$ cat src/rtl/mem_d_arbiter.sv
// Two-master round-robin arbiter with optional locked bursts for the dual_port_mem data port.
// Optional statistics counters are compiled in with `define ARB_STATS_EN.
module mem_d_arbiter #(
    parameter int unsigned DATA_W    = 32,
    parameter int unsigned ADDR_W    = 32,
    parameter int unsigned MASK_W    = 4,
    parameter int unsigned MAX_BURST = 4
) (
    input  logic              clk,
    input  logic              reset,

    input  logic              m0_req,
    input  logic              m0_lock,
    input  logic [ADDR_W-1:0] m0_a,
    input  logic              m0_we,
    input  logic [DATA_W-1:0] m0_wd,
    input  logic [MASK_W-1:0] m0_wmask,
    output logic              m0_gnt,
    output logic              m0_rvalid,
    output logic [DATA_W-1:0] m0_rd,

    input  logic              m1_req,
    input  logic              m1_lock,
    input  logic [ADDR_W-1:0] m1_a,
    input  logic              m1_we,
    input  logic [DATA_W-1:0] m1_wd,
    input  logic [MASK_W-1:0] m1_wmask,
    output logic              m1_gnt,
    output logic              m1_rvalid,
    output logic [DATA_W-1:0] m1_rd,

    output logic [ADDR_W-1:0] mem_a,
    output logic              mem_we,
    output logic [DATA_W-1:0] mem_wd,
    output logic [MASK_W-1:0] mem_wmask,
`ifdef ARB_STATS_EN
    output logic [31:0]       stat_gnt0,
    output logic [31:0]       stat_gnt1,
    output logic [31:0]       stat_conflict,
`endif
    input  logic [DATA_W-1:0] mem_rd
);

    typedef enum logic [1:0] {
        IDLE = 2'd0,
        OWN0 = 2'd1,
        OWN1 = 2'd2
    } state_e;

    localparam logic [7:0] BURST_CAP = 8'(MAX_BURST);
    localparam bit         LOCK_EN   = (MAX_BURST > 1);

    state_e              state_q, state_d;
    logic                last_grant_q, last_grant_d;
    logic [7:0]          burst_cnt_q, burst_cnt_d;
    logic [7:0]          cnt_inc;
    logic                rvalid0_q, rvalid0_d;
    logic                rvalid1_q, rvalid1_d;
    logic [DATA_W-1:0]   rd0_q, rd0_d;
    logic [DATA_W-1:0]   rd1_q, rd1_d;

    always_comb begin
        state_d      = state_q;
        last_grant_d = last_grant_q;
        burst_cnt_d  = burst_cnt_q;
        m0_gnt       = 1'b0;
        m1_gnt       = 1'b0;
        cnt_inc      = (burst_cnt_q >= BURST_CAP) ? burst_cnt_q : burst_cnt_q + 8'd1;

        unique case (state_q)
            IDLE: begin
                // last_grant_q == 1 means master 0 has priority on a tie
                if (m0_req && (!m1_req || last_grant_q)) begin
                    m0_gnt       = 1'b1;
                    last_grant_d = 1'b0;
                    if (m0_lock && LOCK_EN) begin
                        state_d     = OWN0;
                        burst_cnt_d = 8'd1;
                    end
                end else if (m1_req) begin
                    m1_gnt       = 1'b1;
                    last_grant_d = 1'b1;
                    if (m1_lock && LOCK_EN) begin
                        state_d     = OWN1;
                        burst_cnt_d = 8'd1;
                    end
                end
            end
            OWN0: begin
                if (!m0_req) begin
                    state_d     = IDLE;
                    burst_cnt_d = '0;
                end else begin
                    m0_gnt       = 1'b1;
                    last_grant_d = 1'b0;
                    burst_cnt_d  = cnt_inc;
                    if (!m0_lock || (cnt_inc == BURST_CAP && m1_req)) begin
                        state_d     = IDLE;
                        burst_cnt_d = '0;
                    end
                end
            end
            OWN1: begin
                if (!m1_req) begin
                    state_d     = IDLE;
                    burst_cnt_d = '0;
                end else begin
                    m1_gnt       = 1'b1;
                    last_grant_d = 1'b1;
                    burst_cnt_d  = cnt_inc;
                    if (!m1_lock || (cnt_inc == BURST_CAP && m0_req)) begin
                        state_d     = IDLE;
                        burst_cnt_d = '0;
                    end
                end
            end
            default: begin
                state_d     = IDLE;
                burst_cnt_d = '0;
            end
        endcase

        // Grants are combinational, so they must be forced off while reset is held
        if (!reset) begin
            m0_gnt = 1'b0;
            m1_gnt = 1'b0;
        end
    end

    always_comb begin
        mem_a     = '0;
        mem_we    = 1'b0;
        mem_wd    = '0;
        mem_wmask = '0;
        if (m0_gnt) begin
            mem_a     = m0_a;
            mem_we    = m0_we;
            mem_wd    = m0_wd;
            mem_wmask = m0_wmask;
        end else if (m1_gnt) begin
            mem_a     = m1_a;
            mem_we    = m1_we;
            mem_wd    = m1_wd;
            mem_wmask = m1_wmask;
        end
    end

    always_comb begin
        rvalid0_d = m0_gnt && !m0_we;
        rvalid1_d = m1_gnt && !m1_we;
        rd0_d     = rvalid0_d ? mem_rd : rd0_q;
        rd1_d     = rvalid1_d ? mem_rd : rd1_q;
    end

    always_ff @(posedge clk or negedge reset) begin
        if (!reset) begin
            state_q      <= IDLE;
            last_grant_q <= 1'b1;
            burst_cnt_q  <= '0;
            rvalid0_q    <= 1'b0;
            rvalid1_q    <= 1'b0;
            rd0_q        <= '0;
            rd1_q        <= '0;
        end else begin
            state_q      <= state_d;
            last_grant_q <= last_grant_d;
            burst_cnt_q  <= burst_cnt_d;
            rvalid0_q    <= rvalid0_d;
            rvalid1_q    <= rvalid1_d;
            rd0_q        <= rd0_d;
            rd1_q        <= rd1_d;
        end
    end

    assign m0_rvalid = rvalid0_q;
    assign m1_rvalid = rvalid1_q;
    assign m0_rd     = rd0_q;
    assign m1_rd     = rd1_q;

`ifdef ARB_STATS_EN
    logic [31:0] stat_gnt0_q, stat_gnt0_d;
    logic [31:0] stat_gnt1_q, stat_gnt1_d;
    logic [31:0] stat_conflict_q, stat_conflict_d;

    always_comb begin
        stat_gnt0_d     = stat_gnt0_q + {31'd0, m0_gnt};
        stat_gnt1_d     = stat_gnt1_q + {31'd0, m1_gnt};
        stat_conflict_d = stat_conflict_q + {31'd0, (m0_req && m1_req && (m0_gnt ^ m1_gnt))};
    end

    always_ff @(posedge clk or negedge reset) begin
        if (!reset) begin
            stat_gnt0_q     <= '0;
            stat_gnt1_q     <= '0;
            stat_conflict_q <= '0;
        end else begin
            stat_gnt0_q     <= stat_gnt0_d;
            stat_gnt1_q     <= stat_gnt1_d;
            stat_conflict_q <= stat_conflict_d;
        end
    end

    assign stat_gnt0     = stat_gnt0_q;
    assign stat_gnt1     = stat_gnt1_q;
    assign stat_conflict = stat_conflict_q;
`endif

endmodule

$ cat config.mk
export PLATFORM = sky130hd
export DESIGN_NAME = mem_d_arbiter
export DESIGN_NICKNAME = d
export VERILOG_FILES = /design/src/rtl/mem_d_arbiter.sv
export SDC_FILE = /design/constraint.sdc
export NUM_CORES = 1
export LEC_CHECK = 0
export ABC_AREA = 1
export CELL_PAD_IN_SITES_DETAIL_PLACEMENT = 0
export CELL_PAD_IN_SITES_GLOBAL_PLACEMENT = 2
export CORE_MARGIN = 10
export CORE_UTILIZATION = 18
export CTS_CLUSTER_DIAMETER = 200
export CTS_CLUSTER_SIZE = 20
export DETAILED_ROUTE_END_ITERATION = 10
export GPL_TIMING_DRIVEN = 1
export HOLD_SLACK_MARGIN = 0.02
export MAX_ROUTING_LAYER = met4
export PLACE_DENSITY_LB_ADDON = 0.12
export SYNTH_ARGS = -nofsm -noshare
export SYNTH_HDL_FRONTEND = slang
export SYNTH_SLANG_ARGS = --single-unit
$ cat constraint.sdc
create_clock -name clk -period 5.35 [get_ports clk]
set_input_delay 1.605 -clock clk [delete_from_list [all_inputs] [get_ports clk]]
set_output_delay 1.605 -clock clk [all_outputs]
set_load 0.1 [all_outputs]
* Yosys cells after proc, flatten, opt, wreduce, memory -nomap -nowiden
Cells that the tools add are included.
** Cells by class
- Add/sub/neg operators :: 1
- Magnitude comparators :: 1
- Equal/unequal tests :: 9
- Muxes and demuxes :: 39
- Reduce and logical (&&, ||, !) cells :: 18
** Operator list (count)
- two-way mux 32 bit :: 4
- two-way mux 8 bit :: 9
- case mux 8 bit (3 select lines) :: 1
- two-way mux 2 bit :: 8
- != test 3 bit, second input constant :: 5
- two-way mux 1 bit :: 11
- adder 8 x 1 -> 8 bit, second input constant :: 1
- equality test 8 x 3 -> 1 bit, second input constant :: 1
- >= comparator 8 x 3 -> 1 bit, second input constant :: 1
- two-way mux 4 bit :: 2
- case mux 2 bit (3 select lines) :: 1
- logical AND 1 bit :: 5
- zero test 1 bit :: 5
- AND reduction 5 bit :: 1
- case mux 1 bit (2 select lines) :: 2
- logical OR 1 bit :: 3
- case mux 1 bit (3 select lines) :: 1
- AND reduction 3 bit :: 1
- nonzero test 3 bit :: 1
- equality test 2 x 1 -> 1 bit, second input constant :: 1
- equality test 2 bit, second input constant :: 1
- zero test 2 bit :: 1
- != test 2 bit, second input constant :: 1
- AND reduction 2 bit :: 1
** Word-level totals
- Flip-flop bits (word level) :: 77
- Bits of input ports :: 176
- Output and inout port bits :: 137
- Word-level logic and storage cells :: 75

* Depth between registers and ports, before layout
- Depth in word-level cells :: 8
- Mapped depth :: 12
- Depth with buffers taken out :: 12

* Least setup slack after synthesis
Ideal clock, no wire load.
- Path type :: in2out
- From :: in m1_req
- To :: out mem_we
- Data arrival time :: 3908 ps
- Required time :: 3745 ps
- Setup slack :: -163 ps
- Stages on the path :: 9
- Path buffers :: 2
- Path through :: inv_2 o21ai_2 nor2_2 inv_1 o21ai_2 nand2_4 buf_2 buf_4 a21oi_1
** On the way
- Longest elaborated chain between the ends :: 8
- Elaborated cells on any way between the ends :: 12
- Classes of those cells :: 9 x mux; 3 x reduce/logical
** RTL lines
- start, declared :: line 22 : input logic m1_req,
- zero test 1 bit
- logical OR 1 bit :: line 73 : if (m0_req && (!m1_req || last_grant_q)) begin
- logical AND 1 bit :: line 73
- two-way mux 1 bit :: line 73
- case mux 1 bit (2 select lines) :: line 70 : unique case (state_q)
- two-way mux 1 bit :: line 124 : if (!reset) begin
- two-way mux 1 bit :: line 140 : end else if (m1_gnt) begin
- two-way mux 1 bit * :: line 135 : if (m0_gnt) begin
- end, declared :: line 33 : output logic mem_we,
Mark *: on every way between the ends. The rest lies on a longest branch, timed or not.

* Worst setup path in the final report
- From :: in m0_req
- To :: out mem_a[16]
** On the way
- Longest elaborated chain between the ends :: 6
- Elaborated cells on any way between the ends :: 10
- Classes of those cells :: 9 x mux; 1 x reduce/logical
** RTL lines
- start, declared :: line 12 : input logic m0_req,
- logical AND 1 bit :: line 73
- two-way mux 1 bit :: line 73
- case mux 1 bit (2 select lines) :: line 70
- two-way mux 1 bit :: line 124
- two-way mux 32 bit :: line 140
- two-way mux 32 bit * :: line 135
- end, declared :: line 32 : output logic [ADDR_W-1:0] mem_a,
Marked as above.

==> impl_results.md <==
* CP Launch Point: m0_req
* Chip height at approximately 170 um
* Total power at roughly 6.4 mW
* RSZ-0062 raised after global routing: no
* Syn. warnings at 0
* Sw Pwr at around 4 mW
* Chip width at 172 um
* Post_cts resized at 0
* Synth top area share at 0.460
* GP Congestion at 0.813
* Int Pwr at 2.47 mW
* Cts hold-fix bufs at 0
* Crit path depth at 11
* Unique masters post-synth at 25
* Clock power frac at 0.098
* Reg-to-Reg End: m1_rd[6]
* Core ar. at around 23000 um^2
* CP Max Fanout at 13
* Final Hold Vio Count at 0
* Synth top area cells: dfrtp_1 46%, nand2_1 20%, nand3_1 9.1%, o21ai_1 8.0%, inv_1 4.7%
* Cell taking the most area after synthesis: dfrtp_1
* Drt pass-1 iters at 5
* Synth Instances at between 500 and 600
* CTS Buf Count at 9
* Max Cap Viol at 0
* Status: finished, final reports clean
* Tmin final at approximately 5.0 ns
* Clock Tree Root: clkbuf_16
* First-pass GRT wire length at around 31000 um
* Setup violations, final at 0
* Reg2Reg Setup Slack at 2.87 ns
* Top_reg_cell synth: dfrtp_1
* CTS tree: built
* PwrDens at between 700 and 800 nW/um^2
* Worst vdd rail ir drop at between 0.2 and 0.3 mV
* End of the critical path: mem_a[16]
* RR Startpoint: state_q[0]
* Buffers on Ports at around 310
* Post-synth EDFFs at 0
* Maximum clock frequency at approximately 0.20 GHz
* Initial antenna violation count at 2
* Setup TNS at 0 ns
* Worst Hold Class: flop to flop
* GRT Total Usage at 0.143
* CP max stage delay at around 0.54 ns
* Fin area at around 8600 um^2
* Final Util at 0.382
* Final cycle utilization of the critical path at 0.939
* Final ANT Viol Nets at 0
* Final Max Slew Viols at 0
* H-tree levels at 3
* Worst setup EP type: output pin
* #FFs+latches synth at between 70 and 80
* Switch share at 0.615
* Worst Path Buf+Inv at 5
* Worst-skew pair later-pin latency at 0.34 ns
* Vias/cell at 4.16
* Clock-pin slew on the worst setup and hold paths at about 0.06 ns
* Mapped Nets at 753
* Deepest clock path buffer count at 2
* Logic pwr share at 0.747
* Initial Util at 0.183
* PnR worst setup slack at between 0.3 and 0.4 ns
* Net count reported at finish at 1055
* CP Class: input pin to output pin
* Dpl ws at ~0.32 ns
* CP cell instances: clkdlybuf4s50_1 -> o21ai_2 -> nor2_2 -> inv_1 -> o21ai_2 -> nand2_4 -> inv_2 -> buf_4 -> nand2_1 -> nand2_1 -> buf_12
* Die ar. at between 20000 and 30000 um^2
* Average wire per cell in the routed design at roughly 18 um
* Slew @ Worst Pin at ~1.1 ns
* Crit-path leading delay family: buffers and inverters
* Num Clock Sinks at 77
* Area after detailed placement at 8340 um^2
* Fraction of layout cells with a size suffix above 1 at 0.133
* Synthesized area per cell at between 7 and 8 um^2
* Area growth from synthesis to final layout at 109%
* Vias in the first global route at slightly above 5000
* Worst EP arrival at around 3.4 ns
* WP data required at roughly 3.7 ns
* Final wirelength at ~21000 um
* Largest net degree at the start of global routing at 65
* Cell area after synthesis at between 4000 and 5000 um^2
* Startpoint types: input pin
* P_leak at roughly 4.0 nW
* Site row count at between 50 and 60
* Async set-or-reset flop fraction in the synthesized netlist at 1.00
* Slew headroom at 0.248
* I/O Pins at 313
* Via count of the routed design at ~4800
* Worst reg-to-reg path cell count at 9
* Sequential element share of the synthesized area at 0.466
* Total global routing overflow at 0
* Residual DRC count at 0
* Clock Skew at approximately 0.0083 ns
* HPWL after detailed placement at 17900 um
* Flop pwr share at 0.155
* Initial DRC Count at approximately 250
* Slowest-stage cell, CP: clkdlybuf4s50_1
* Setup Buffers After CTS at 0
[through the flow]
stage / hold WS, ns / cells
finish: 0.487 / 1164
floorplan: 0.483 / 570
detailed placement: 0.478 / 1146
global route: 0.522 / 1164
global placement: 0.471 / 1146
CTS: 0.494 / 1162
[state kept, by name, summed over array words and instances (netlist names)]
register	cells
m0_rvalid	1
state_q	2
last_grant_q	1
m0_rd	32
m1_rd	32
m1_rvalid	1
burst_cnt_q	8
[area by class of cell]
class                           instances  area, um^2
Antenna cell                            2        5.00
Clock buffer                            9         225
Clock inverter                          7        80.1
Fill cell                            2249       14000
Inverter                               59         221
Multi-Input combinational cell        401        1830
Sequential cell                        77        1930
Tap cell                              285         357
Timing Repair Buffer                  324        4000
[Yosys cell counts (2+ instances only)]
master,count
a21oi_1,8
buf_2,21
buf_4,2
clkbuf_1,10
dfrtp_1,76
ha_1,7
inv_1,52
inv_2,7
nand2_1,217
nand3_1,75
nand4_1,3
nor2_1,7
nor2_2,3
nor3_1,3
o21ai_0,3
o21ai_1,66
o21ai_2,2
[worst register-to-register path, cell delays in order (launching register included)]
cell      delay (ns)
dfrtp_1         0.42
inv_1           0.09
ha_1            0.26
nand2_1         0.15
inv_2           0.04
o211ai_1        0.26
nor2_2          0.09
inv_2           0.79
nand2_1         0.17
o21ai_1         0.13
[cell families after synthesis]
family,synth area share
simple gates,0.314
buf+inv,0.0916
compound gates,0.108
flops,0.466
fa+ha+maj,0.0212
[worst min-delay path by stage]
stage | from | endpoint | slack [ns] | cells past startpoint
CTS | m0_rd[28] | m0_rd[28] | 0.49 | 2
global route | m1_rd[4] | m1_rd[4] | 0.52 | 2
detailed placement | m0_rd[28] | m0_rd[28] | 0.48 | 2
finish | m0_rd[20] | m0_rd[20] | 0.49 | 2
floorplan | burst_cnt_q[1] | burst_cnt_q[1] | 0.48 | 2
global placement | m1_rd[15] | m1_rd[15] | 0.47 | 2
[power groups by stage]
stage	clock network, mW	logic [mW]	registers [mW]
finish	0.629	4.78	0.991
global route	0.678	4.96	1.03
CTS	0.653	4.82	0.995
detailed placement	0	4.82	1.00
global placement	0	4.80	0.992
floorplan	0	1.52	2.74
[cell usage in the layout, fill, tap and decap left out, types with 3 or more instances in the layout]
master             n
buf_12            77
nand2_1          217
nand3_1           75
inv_1             52
nor2_2             3
nor3_1             3
o21ai_0            3
nor2_1             7
buf_4              7
o21ai_1           66
ha_1               7
dfrtp_1           76
clkbuf_16          9
nand4_1            3
a21oi_1            7
inv_2              7
clkdlybuf4s50_1  240
[routing by layer]
metal,vias to the layer above,track usage,part of all wire
met4,0,0.0265,0.0083
met3,9,0.0488,0.084
met1,2221,0.153,0.37
met2,182,0.255,0.54
li1,2427,-,-
met5,-,-,0
No activity file was read; power rests on OpenSTA's default activity.
==> variant 1 (config.mk and constraints unchanged) <==
Add a define of `ARB_STATS_EN`.
--- a/src/rtl/mem_d_arbiter.sv
+++ b/src/rtl/mem_d_arbiter.sv
@@ -1,4 +1,6 @@
 // Two-master round-robin arbiter with optional locked bursts for the dual_port_mem data port.
 // Optional statistics counters are compiled in with `define ARB_STATS_EN.
+`define ARB_STATS_EN
+
 module mem_d_arbiter #(
     parameter int unsigned DATA_W    = 32,
Formal check against the unedited RTL (old outputs only; new: stat_conflict, stat_gnt0 and stat_gnt1): equivalent (Yosys induction, for registers that start in step).
==> variant 1 against the original RTL <==
Sequential power increased by 85%; area after synthesis increased by 110%; sequential cell count increased by 96; worst setup slack got worse by 76 ps; die area increased by 94%; critical path depth unchanged; routed wire length increased by 79%; worst hold slack got worse by 16 ps; register-to-register slack got worse by 1000 ps; largest cell class unchanged; power increased by 33%; final area increased by 71%; combinational power increased by 14%.
==> variant 1: results (changes against the original RTL) <==
[final_layout]
nNetsFinal = 1601  ; was 1055
buf_share = 0.337  ; was 0.462
multi_input_cells = 704  ; was 401
num-nonclk-buffers = 423  ; was 324
fillCellCount = 5066  ; was 2249
nClkBuffers = 22  ; was 9
multiInputGateArea_um2 = 3790  ; was 1830 µm²
seq_cells = 173  ; was 77
clkCellAreaFrac = 0.0372  ; was 0.0353

[status]
status = completed  ; unchanged

[setup_path]
reg2reg_to = stat_conflict[31]  ; was m1_rd[6]
cp.arrival_ps = 3490  ; was 3420 ps
cp_max_fo = 68  ; was 13
crit_start = m1_req  ; was m0_req
reg2reg_depth = 18  ; was 9

[placed_design]
hpwlAfterDp_um = 30800  ; was 17900 µm
routabilityCongestion = 0.735  ; was 0.813

[drt]
finalWirelength_um = 38300  ; was 21400 µm
via_per_inst = 3.97  ; was 4.16
drt_iter0_drc = 294  ; was 254
wl_met2_um = 17900  ; was 11500 µm

[yosys]
ys_types = 39  ; was 25
synth-xor-area-share = 0.0921  ; was 0
ys_seq_area_frac = 0.501  ; was 0.466
synth_fp_nets = 1192  ; was 753

[grt]
use_met1 = 0.150  ; was 0.153
grt_pass1_wl_um = 57100  ; was 30800 µm
grt_use_met2 = 0.217  ; was 0.255

[timing]
hold_ws_ps = 471  ; was 487 ps
max_slew_margin = 0.270  ; was 0.248
finClkSkew_ps = 15.3  ; was 8.34 ps

[power_and_ir_drop]
seq_cell_power_w = 0.00183  ; was 0.000991 W
p_sw_w = 0.00482  ; was 0.00393 W

## variant 1: changes by cell type after synthesis, moves of 6 or more
cell / delta
xor2_1: +58
nand3_1: +22
xnor2_1: +31
nand4_1: +13
nor3_2: +6
nand2_1: +71
nor2_4: +10
nor3_1: +19
inv_1: +30
nor2_1: +35
ha_1: +6
nand2_2: +9
buf_2: -6
dfrtp_1: +96
## variant 1: worst max-delay path by stage
stage	slack, ps	cells past startpoint	end
CTS	190	11	mem_wd[5]
floorplan	320	10	mem_a[22]
global route	70	11	mem_wd[6]
finish	250	11	mem_wd[5]
global placement	190	11	mem_wd[5]
detailed placement	200	11	mem_wd[5]
## variant 1: per-stage QoR
stage | instance area (µm²) | cells | utilization | total power, W
after floorplan | 8640 | 1003 | - | 0.00560
after global placement | 14200 | 2008 | 0.298 | 0.00738
after detailed placement | 14200 | 2008 | 0.298 | 0.00738
after CTS | 14800 | 2037 | 0.310 | 0.00865
after global routing | 14800 | 2039 | 0.310 | 0.00890
final | 14800 | 2039 | 0.310 | 0.00851
==> variant 2 (same flow settings) <==
Made on the original files. The 3 states of `state_e` get a one-hot encoding in 3 bits.
--- a/src/rtl/mem_d_arbiter.sv
+++ b/src/rtl/mem_d_arbiter.sv
@@ -42,8 +42,8 @@
 );
 
-    typedef enum logic [1:0] {
-        IDLE = 2'd0,
-        OWN0 = 2'd1,
-        OWN1 = 2'd2
+    typedef enum logic [2:0] {
+        IDLE = 3'b001,
+        OWN0 = 3'b010,
+        OWN1 = 3'b100
     } state_e;
 
Behaviour: same outputs for any inputs over 4 cycles, from zero or initial values and one cycle with reset low; so few cycles prove little.
==> variant 2 against the original RTL <==
Area after synthesis is 6.4% lower; fmax is 1.4% lower; global-route usage is 1.3 points higher; final area is 3.4% lower; sequential cell count is 1 higher; critical path depth is 1 lower; combinational power is 11% lower; worst setup slack worse by 70 ps; routed wire length is 2.1% higher; power is 8.6% lower; non-clock buffer count is 1 lower; largest cell class unchanged; highest routed layer unchanged.
==> variant 2: results (changes against the original RTL) <==
[drt]
via_per_inst = 4.14  ; was 4.16
wl_met2_um = 11600  ; was 11500 µm
drt_iter0_drc = 182  ; was 254
m1WireLength_um = 8570  ; was 7990 µm
firstDrtPassIters = 4  ; was 5
finalWirelength_um = 21900  ; was 21400 µm

[final_layout]
nNetsFinal = 918  ; was 1055
final_layout_size_suffix_gt1_frac = 0.168  ; was 0.133
fillCellCount = 2100  ; was 2249
layout.cells.non_filler = 1022  ; was 1164

[placed_design]
routabilityCongestion = 0.918  ; was 0.813
hpwlAfterDp_um = 18300  ; was 17900 µm
port_buffers = 312  ; unchanged

[yosys]
avgSynthCellArea_um2 = 8.96  ; was 7.26 µm²
netlist_top_cells_count = nand2_1, dfrtp_1, a22o_1  ; was nand2_1, dfrtp_1, nand3_1
ys_seq_area_frac = 0.505  ; was 0.466
synth_fp_nets = 610  ; was 753
synth_area_leaders = dfrtp_1, a22o_1, nand2_1, o21ai_1, inv_1  ; was dfrtp_1, nand2_1, nand3_1, o21ai_1, inv_1
ys_types = 26  ; was 25

[grt]
antenna_found_initial = 1  ; was 2
grtUsageTotal = 0.156  ; was 0.143
grt_pass1_wl_um = 31900  ; was 30800 µm
grt_start_max_net_pins = 77  ; was 65
first_global_vias = 4403  ; was 5141

[setup_path]
slowest_delay_ps = 570  ; was 540 ps
cp.arrival_ps = 3490  ; was 3420 ps
cp_max_fo = 22  ; was 13

[status]
status = completed  ; unchanged

[timing]
max_slew.worst_pin.slew_ps = 1080  ; was 1130 ps
finClkSkew_ps = 6.19  ; was 8.34 ps

[power_and_ir_drop]
leakage_nw = 3.70  ; was 4.00 nW
irDropWorstVdd_mv = 0.471  ; was 0.297 mV

variant 2: changes by cell type after synthesis, moves of 4 or more:
| cell | before | now |
|---|---|---|
| nand3_1 | 75 | 4 |
| nor2_1 | 7 | 11 |
| ha_1 | 7 | 2 |
| inv_1 | 52 | 47 |
| clkbuf_1 | 10 | 0 |
| nand2_1 | 217 | 95 |
| a22o_1 | 0 | 68 |
| a21oi_1 | 8 | 2 |
variant 2: where the power goes:
part | total (W) | switching [W] | internal, W
sequential | 0.000981 | 0.000144 | 0.000837
clock | 0.000614 | 0.000249 | 0.000365
combinational | 0.00425 | 0.00311 | 0.00114
variant 2: logic make-up (layout without fill, tap and decap cells):
kind of cell	Yosys count	count (layout)	synth area share
DFF	78	78	0.505
buffers and inverters	82	395	0.0918
xor gates and xnor gates	1	1	0.00226
adders and majority gates	2	2	0.00646
and+or+nand+nor	127	127	0.142
other	0	2	0
AOI/OAI and AO/OA	142	142	0.252
variant 2: final cells by class:
cell class              count  area, µm²  share of cell area
repair buffers            323       3980               0.476
clock buffers              10        229              0.0274
inverters                  56        210              0.0252
multi-input cells         272       1570               0.188
diodes                      2       5.00            0.000599
clock inverters             6       68.8             0.00824
well taps                 275        344              0.0412
flip-flops and latches     78       1950               0.234
variant 2: final timing paths:
path	startpoint	to	slack, ps	cells past startpoint
setup / recovery	m0_req	mem_wmask[3]	260	10
hold / removal	m1_rd[27]	m1_rd[27]	490	2
hold reg to reg	m1_rd[27]	m1_rd[27]	490	2
min in group asynchronous	reset	m0_rvalid	1080	1
setup reg to reg	last_grant_q	m1_rd[3]	3150	11
max in group asynchronous	reset	m0_rd[3]	3100	2
variant 2: layer usage:
metal | up-vias | global-route usage
met5 | - | -
met4 | 0 | 0.0344
met2 | 140 | 0.276
met1 | 2000 | 0.170
li1 | 2074 | -
met3 | 12 | 0.0457
variant 2: worst max-delay path: cells and delay by family:
family / cells / cell delay (ps)
AOI/OAI and AO/OA: 1 / 280
buffers and inverters: 5 / 1270
and+or+nand+nor: 4 / 330
variant 2: stage by stage:
step           setup slack, ps  instance area, µm²
6_report                   256                8350
5_1_grt                    151                8350
4_1_cts                    269                8350
3_5_place_dp               271                8050
3_3_place_gp               281                8050
2_1_floorplan              114                3880
